===== src/rtl/stencil_update_unit.sv =====
// stencil_update_unit: read-modify-write of the stencil value for one resolved fragment.
// Optional macro STENCIL_WRITE_ELIDE_EN suppresses the memory write when the new value equals the old value.
module stencil_update_unit #(
    parameter int ADDR_W    = 20,
    parameter int STENCIL_W = 8
) (
    input  logic                 clk_i,
    input  logic                 rst_i,
    input  logic                 frag_valid_i,
    output logic                 frag_ready_o,
    input  logic [ADDR_W-1:0]    frag_addr_i,
    input  logic [1:0]           frag_result_i,
    input  logic [2:0]           sfail_op_i,
    input  logic [2:0]           dpfail_op_i,
    input  logic [2:0]           dppass_op_i,
    input  logic [STENCIL_W-1:0] ref_val_i,
    input  logic [STENCIL_W-1:0] write_mask_i,
    output logic                 mem_rd_en_o,
    output logic [ADDR_W-1:0]    mem_rd_addr_o,
    input  logic [STENCIL_W-1:0] mem_rd_data_i,
    output logic                 mem_wr_en_o,
    output logic [ADDR_W-1:0]    mem_wr_addr_o,
    output logic [STENCIL_W-1:0] mem_wr_data_o,
    output logic                 done_o,
    output logic                 busy_o
);
    typedef enum logic [1:0] {IDLE, READ, WAIT, WRITE} state_t;
    localparam logic [STENCIL_W-1:0] ONE = STENCIL_W'(1);
    state_t               r_state;
    logic [2:0]           r_op;
    logic [STENCIL_W-1:0] r_ref;
    logic [STENCIL_W-1:0] r_mask;
    logic                 r_rd_en;
    logic [ADDR_W-1:0]    r_rd_addr;
    logic                 r_wr_en;
    logic [ADDR_W-1:0]    r_wr_addr;
    logic [STENCIL_W-1:0] r_wr_data;
    logic                 r_done;
    logic [2:0]           w_sel;
    logic [STENCIL_W-1:0] w_s;
    logic [STENCIL_W-1:0] w_r;
    logic [STENCIL_W-1:0] w_n;
    always_comb begin
        w_sel = frag_result_i == 2'd0 ? sfail_op_i :
                frag_result_i == 2'd1 ? dpfail_op_i :
                frag_result_i == 2'd2 ? dppass_op_i : 3'd0;
        w_s   = mem_rd_data_i;
        w_r   = r_op == 3'd0 ? w_s :
                r_op == 3'd1 ? '0 :
                r_op == 3'd2 ? r_ref :
                r_op == 3'd3 ? (&w_s ? w_s : w_s + ONE) :
                r_op == 3'd4 ? w_s + ONE :
                r_op == 3'd5 ? (w_s == '0 ? w_s : w_s - ONE) :
                r_op == 3'd6 ? w_s - ONE : ~w_s;
        w_n   = (w_s & ~r_mask) | (w_r & r_mask);
    end
    always_ff @(posedge clk_i or posedge rst_i) begin
        if (rst_i) begin
            r_state   <= IDLE;
            r_op      <= '0;
            r_ref     <= '0;
            r_mask    <= '0;
            r_rd_en   <= 1'b0;
            r_rd_addr <= '0;
            r_wr_en   <= 1'b0;
            r_wr_addr <= '0;
            r_wr_data <= '0;
            r_done    <= 1'b0;
        end else begin
            case (r_state)
                IDLE: if (frag_valid_i) begin
                    r_op      <= w_sel;
                    r_ref     <= ref_val_i;
                    r_mask    <= write_mask_i;
                    r_rd_addr <= frag_addr_i;
                    r_rd_en   <= 1'b1;
                    r_state   <= READ;
                end
                READ: begin
                    r_rd_en <= 1'b0;
                    r_state <= WAIT;
                end
                WAIT: begin
                    // Read data is valid in this cycle, one cycle after the strobe
`ifdef STENCIL_WRITE_ELIDE_EN
                    r_wr_en   <= w_n != w_s;
`else
                    r_wr_en   <= 1'b1;
`endif
                    r_wr_addr <= r_rd_addr;
                    r_wr_data <= w_n;
                    r_done    <= 1'b1;
                    r_state   <= WRITE;
                end
                default: begin
                    r_wr_en <= 1'b0;
                    r_done  <= 1'b0;
                    r_state <= IDLE;
                end
            endcase
        end
    end
    assign frag_ready_o  = r_state == IDLE;
    assign busy_o        = r_state != IDLE;
    assign mem_rd_en_o   = r_rd_en;
    assign mem_rd_addr_o = r_rd_addr;
    assign mem_wr_en_o   = r_wr_en;
    assign mem_wr_addr_o = r_wr_addr;
    assign mem_wr_data_o = r_wr_data;
    assign done_o        = r_done;
endmodule


===== config.mk =====
export PLATFORM = sky130hd
export DESIGN_NAME = stencil_update_unit
export DESIGN_NICKNAME = d
export VERILOG_FILES = /design/src/rtl/stencil_update_unit.sv
export SDC_FILE = /design/constraint.sdc
export NUM_CORES = 1
export LEC_CHECK = 0
export ABC_AREA = 1
export CORE_UTILIZATION = 35
export CTS_CLUSTER_SIZE = 24
export DETAILED_ROUTE_END_ITERATION = 10
export GPL_TIMING_DRIVEN = 0
export PLACE_DENSITY = 0.67
export SETUP_SLACK_MARGIN = 0.15
export SLEW_MARGIN = 10
export SYNTH_ARGS = -nofsm -noshare
export SYNTH_HDL_FRONTEND = slang
export SYNTH_SLANG_ARGS = --single-unit

===== constraint.sdc =====
create_clock -name clk_i -period 5.75 [get_ports clk_i]
set_input_delay 1.4375 -clock clk_i [delete_from_list [all_inputs] [get_ports clk_i]]
set_output_delay 1.4375 -clock clk_i [all_outputs]
set_load 0.01 [all_outputs]

Word-level counts from Yosys, hierarchy flattened
Cells that the tools add are included.
- memories kept: 0
- bits in latches: 0
- ROM bits: 0
- output and inout bits: 53
- RAM bits: 0
- register bits: 71
- input port bits: 58
- multipliers: 0
- div/mod/pow operators: 0
- mux-type cells: 17
- shift-type cells: 0
- eq/ne operators: 11
- bitwise logic cells: 5
- $lt $le $gt $ge: 0
- reductions and logical operators: 10
- add/subtract/negate cells: 2
- operators by type and width (kind ; number):
    $mux W8 ; 9
    $and A8 B8 Y8 ; 2
    $not A8 Y8 ; 2
    $eq A3 B3 Y1 const B ; 3
    $mux W3 ; 3
    $add A8 B1 Y8 const B ; 1
    $logic_not A8 Y1 ; 1
    $or A8 B8 Y8 ; 1
    $reduce_and A8 Y1 ; 1
    $sub A8 B1 Y8 const B ; 1
    $eq A3 B2 Y1 const B ; 2
    $pmux W2 S3 ; 1
    $eq A2 B1 Y1 const B ; 2
    $eq A2 B2 Y1 const B ; 2
    $logic_not A2 Y1 ; 2
    $pmux W1 S2 ; 2
    $reduce_and A2 Y1 ; 2
    $reduce_bool A2 Y1 ; 2
    $eq A3 B1 Y1 const B ; 1
    $logic_not A3 Y1 ; 1
    $mux W2 ; 1
    $ne A2 B2 Y1 const B ; 1
    $reduce_or A2 Y1 ; 1
    $mux W1 ; 1

Longest topological paths before layout
- word-level depth: 10
- depth in mapped cells: 13

Least setup slack after synthesis
OpenSTA, ideal clock, no wires.
- kind: input -> register
- start: in mem_rd_data_i[1]
- end: reg r_wr_data[0], in the netlist mem_wr_data_o[0]
- setup slack: 3.255 ns
- cell stages on the path: 10
- data required time: 5.673 ns
- setup time: 0.077 ns
- path buffers: 0
- data arrival time: 2.418 ns
- cells stage by stage: inv_1 -> ha_1 -> nand3_1 -> nor2_1 -> nand2_1 -> o21ai_1 -> a21oi_1 -> o21ai_1 -> nand2_1 -> a21oi_1
- word-level cells in the longest chain between the ends: 10
- elaborated cells between the ends (all ways): 12
- those cells by class: mux (8); bitwise (2); reduce/logical (2)
- ends and longest elaborated chain (item ; line ; source):
    from (decl) ; 20 ; input logic [STENCIL_W-1:0] mem_rd_data_i,
    $logic_not A8 Y1 ; 53 ; r_op == 3'd5 ? (w_s == '0 ? w_s : w_s - ONE) :
    $mux W8 (2 in a row) ; 53 ;
    $mux W8 ; 52 ; r_op == 3'd4 ? w_s + ONE :
    $mux W8 (*) ; 51 ; r_op == 3'd3 ? (&w_s ? w_s : w_s + ONE) :
    $mux W8 (*) ; 50 ; r_op == 3'd2 ? r_ref :
    $mux W8 (*) ; 49 ; r_op == 3'd1 ? '0 :
    $mux W8 (*) ; 48 ; w_r = r_op == 3'd0 ? w_s :
    $and A8 B8 Y8 (*) ; 55 ; w_n = (w_s & ~r_mask) | (w_r & r_mask);
    $or A8 B8 Y8 (*) ; 55 ;
    to (signal assigned) ; 91 ; r_wr_data <= w_n;
    to (decl) ; 37 ; logic [STENCIL_W-1:0] r_wr_data;
Mark *: on every way between the ends. The rest lies on a longest branch, timed or not.
A chain may end at the register's enable or synchronous reset.

Worst setup path after layout
- start: reg r_state[0]
- end: out busy_o
- word-level cells in the longest chain between the ends: 1
- ends and longest elaborated chain (item ; line ; source):
    from (decl) ; 29 ; state_t r_state;
    from (signal assigned) ; 59 ; r_state <= IDLE;
    from (signal assigned) ; 77 ; r_state <= READ;
    from (signal assigned) ; 81 ; r_state <= WAIT;
    $reduce_bool A2 Y1 ; 104 ; assign busy_o = r_state != IDLE;
    to (decl) ; 25 ; output logic busy_o
No other way between the ends.

==> results.cfg <==
[run_status]
run_status = finished, final reports clean

[worst_setup_path]
rrSetupSlack_ns = 3.86
crit_buf_inv = 3
cpMostUsedCell = inv_1
critPathArrivalTime_ns = 1.74
r2r-end = r_ref[7]
end_kind = primary output
cpPeakStageDelay_ns = 0.54
reg2reg_from = r_state[0]
worstPathCellList = inv_1, ha_1, inv_1, clkdlybuf4s50_1
worstPathRequired_ns = 4.31
cp_top_family = buffers and inverters
cp_slowest_cell = clkdlybuf4s50_1
reg2reg_depth = 7
critPathKind = flop to primary output
path_max_fanout = 4
start_kind = flop

[power_and_ir_drop]
max-vdd-ir-drop_v = 0.000296
p_seq_frac = 0.347
power_frac_clock = 0.152
switching_share = 0.403
p_comb_frac = 0.501
power.switching_mw = 1.03
p_int_mw = 1.53
p_leak_nw = 2.52
power_density_nw_per_um2 = 509

[floorplanning]
rows = 36
die_h_um = 103
start_util = 0.362
die_x_um = 103
die_area_um2 = 10600
io_pins = 111
core-area_um2 = 9820

[min_path]
hold_start = mem_wr_addr_o[17]
holdPathStages = 2
hold_class = flop to flop
min_to = mem_wr_addr_o[17]

[route]
drc = 0
first_pass_iters = 4
drt-initial-drc-count = 188
routedWlPerCell_um = 13.3
wl_um = 9900
vias = 3468
postRouteAntennaNets = 0
vias_per_cell = 4.65

[clocking]
tritoncts = yes
hold_buffers = 0
clkLatencyLatePin_ns = 0.35
clk_pin_slew_ns = 0.07
clkSinkCount = 71
ctsResizeCount = 0
clockRootBuffer = clkbuf_8
htree_levels = 3
clockBufferDepth = 2
numCtsBuffers = 9
cts_setup_buffers = 0

[flow_run]
cap_violations = 0

[final_layout]
multiInputGateArea_um2 = 1590
fillers = 1008
regArea_um2 = 1780
final_common_cell = nand2_1
finish.instance_area_um2 = 5040
fin_nets = 673
syn_to_final_growth_pct = 41.8
n_antenna_cell = 0
layout_common_cells = 245 x nand2_1, 110 x clkdlybuf4s50_1, 71 x dfrtp_1, 28 x nor2_1, 28 x a21oi_1
drive_above_1_share = 0.0473

[synthesis]
ys_types = 25
syn_nets = 551
synthCells = 486
synth_seq_cells = 71
yosysSeqAreaShare = 0.500
synth_warnings = 0
syn_area_um2 = 3560
syn_area_per_cell_um2 = 7.32

[timing]
fin_hold_ws_ns = 0.472
setup_viol = 0
fin_skew_ns = 0.00609
finalHoldViolations = 0
slew_viol_final = 0
grt_setup_unrepaired = no
period_needed_ns = 3.18
max_freq_mhz = 314
post-route-period-util = 0.553
setup_tns_ns = 0
max_slew.worst_pin.slew_ns = 0.553
slew-limit-headroom = 0.629

[placement]
place.gp.congestion = 0.876
hpwl_um = 7320
numPortBuffers = 110
post_dp_cell_area_um2 = 4850

[grt]
antenna_found_initial = 0
grt_pass1_vias = 3454
grt_pass1_wl_um = 16300
grt.overflow.total = 0
grt_max_degree = 49
grt_usage = 0.203
[power groups by stage]
stage / Combinational (mW) / Sequential, mW / Clock [mW]
after global placement: 1.27 / 0.894 / 0
after detailed placement: 1.29 / 0.896 / 0
after CTS: 1.30 / 0.894 / 0.401
after floorplan: 0.651 / 0.942 / 0
after global routing: 1.46 / 0.922 / 0.417
final: 1.29 / 0.892 / 0.391
[worst max-delay path by stage]
| stage | startpoint | to | depth (start not counted) |
|---|---|---|---|
| final | r_state[0] | busy_o | 4 |
| after global routing | r_state[0] | busy_o | 4 |
| after CTS | r_state[0] | busy_o | 4 |
| after detailed placement | mem_rd_data_i[1] | mem_wr_data_o[6] | 12 |
| after global placement | rst_i | r_ref[6] | 2 |
| after floorplan | rst_i | mem_rd_addr_o[0] | 1 |
[routing by layer]
layer	up-vias	routed length [um]	GRT usage
met5	-	0	0
met4	0	185	0.0867
met3	16	870	0.0651
met2	112	4400	0.327
met1	1566	4450	0.251
li1	1774	-	-
[tightest hold or removal path, cell delays in order, from the launching register on]
cell	delay (ns)
dfrtp_1	0.35
nand2_1	0.05
nand2_1	0.04
[kinds of logic (layout without fill, tap and decap cells)]
| group | Yosys count | count (layout) | synth area share |
|---|---|---|---|
| XOR/XNOR | 1 | 1 | 0.00246 |
| AO/OA/AOI/OAI | 47 | 47 | 0.0721 |
| AND/OR/NAND/NOR | 313 | 313 | 0.348 |
| flip-flops | 71 | 71 | 0.500 |
| adder cells (fa/ha/maj) | 7 | 7 | 0.0246 |
| buffers and inverters | 47 | 174 | 0.0531 |
[registers in the layout (all words and copies together), names as in the netlist]
signal,cells
mem_rd_en_o,1
mem_wr_data_o,8
mem_rd_addr_o,20
r_op,3
mem_wr_en_o,1
r_mask,8
r_state,2
r_ref,8
mem_wr_addr_o,20
[layout make-up]
class,count,share of cell area
timing repair buffer,111,0.224
sequential,71,0.352
clock buffer,12,0.0288
tap,133,0.0330
buffer,16,0.0144
inverter,31,0.0236
clock inverter,4,0.00893
multi-input combinational,368,0.315
[per-stage QoR]
step	cells	worst slack (ns)	power (mW)	util
6_report	746	2.57	2.57	0.514
5_1_grt	746	2.50	2.80	0.514
4_1_cts	746	2.56	2.59	0.514
3_5_place_dp	730	2.39	2.19	0.494
3_3_place_gp	729	1.31	2.16	0.491
2_1_floorplan	486	2.52	1.59	-
[cells in the mapped netlist]
cell      count  area, um^2
o21ai_0       3        15.0
a31oi_1       1        6.26
o22ai_1       1        6.26
nand3_1      27         135
a32oi_1       3        26.3
nand4_1       1        6.26
or2_0         1        6.26
dfrtp_1      71        1780
o21bai_1      1        7.51
nand2_1     245         920
o21ai_1       8        40.0
inv_2         7        26.3
o211ai_1      1        7.51
buf_2         1        5.00
o31ai_1       1        7.51
buf_4         3        22.5
clkbuf_1      7        26.3
inv_1        24        90.1
buf_1         5        18.8
ha_1          7        87.6
nor3_2        2        20.0
nor2_1       28         105
xor2_1        1        8.76
nor3_1        9        45.0
a21oi_1      28         140
No activity file was read; power rests on OpenSTA's default activity.
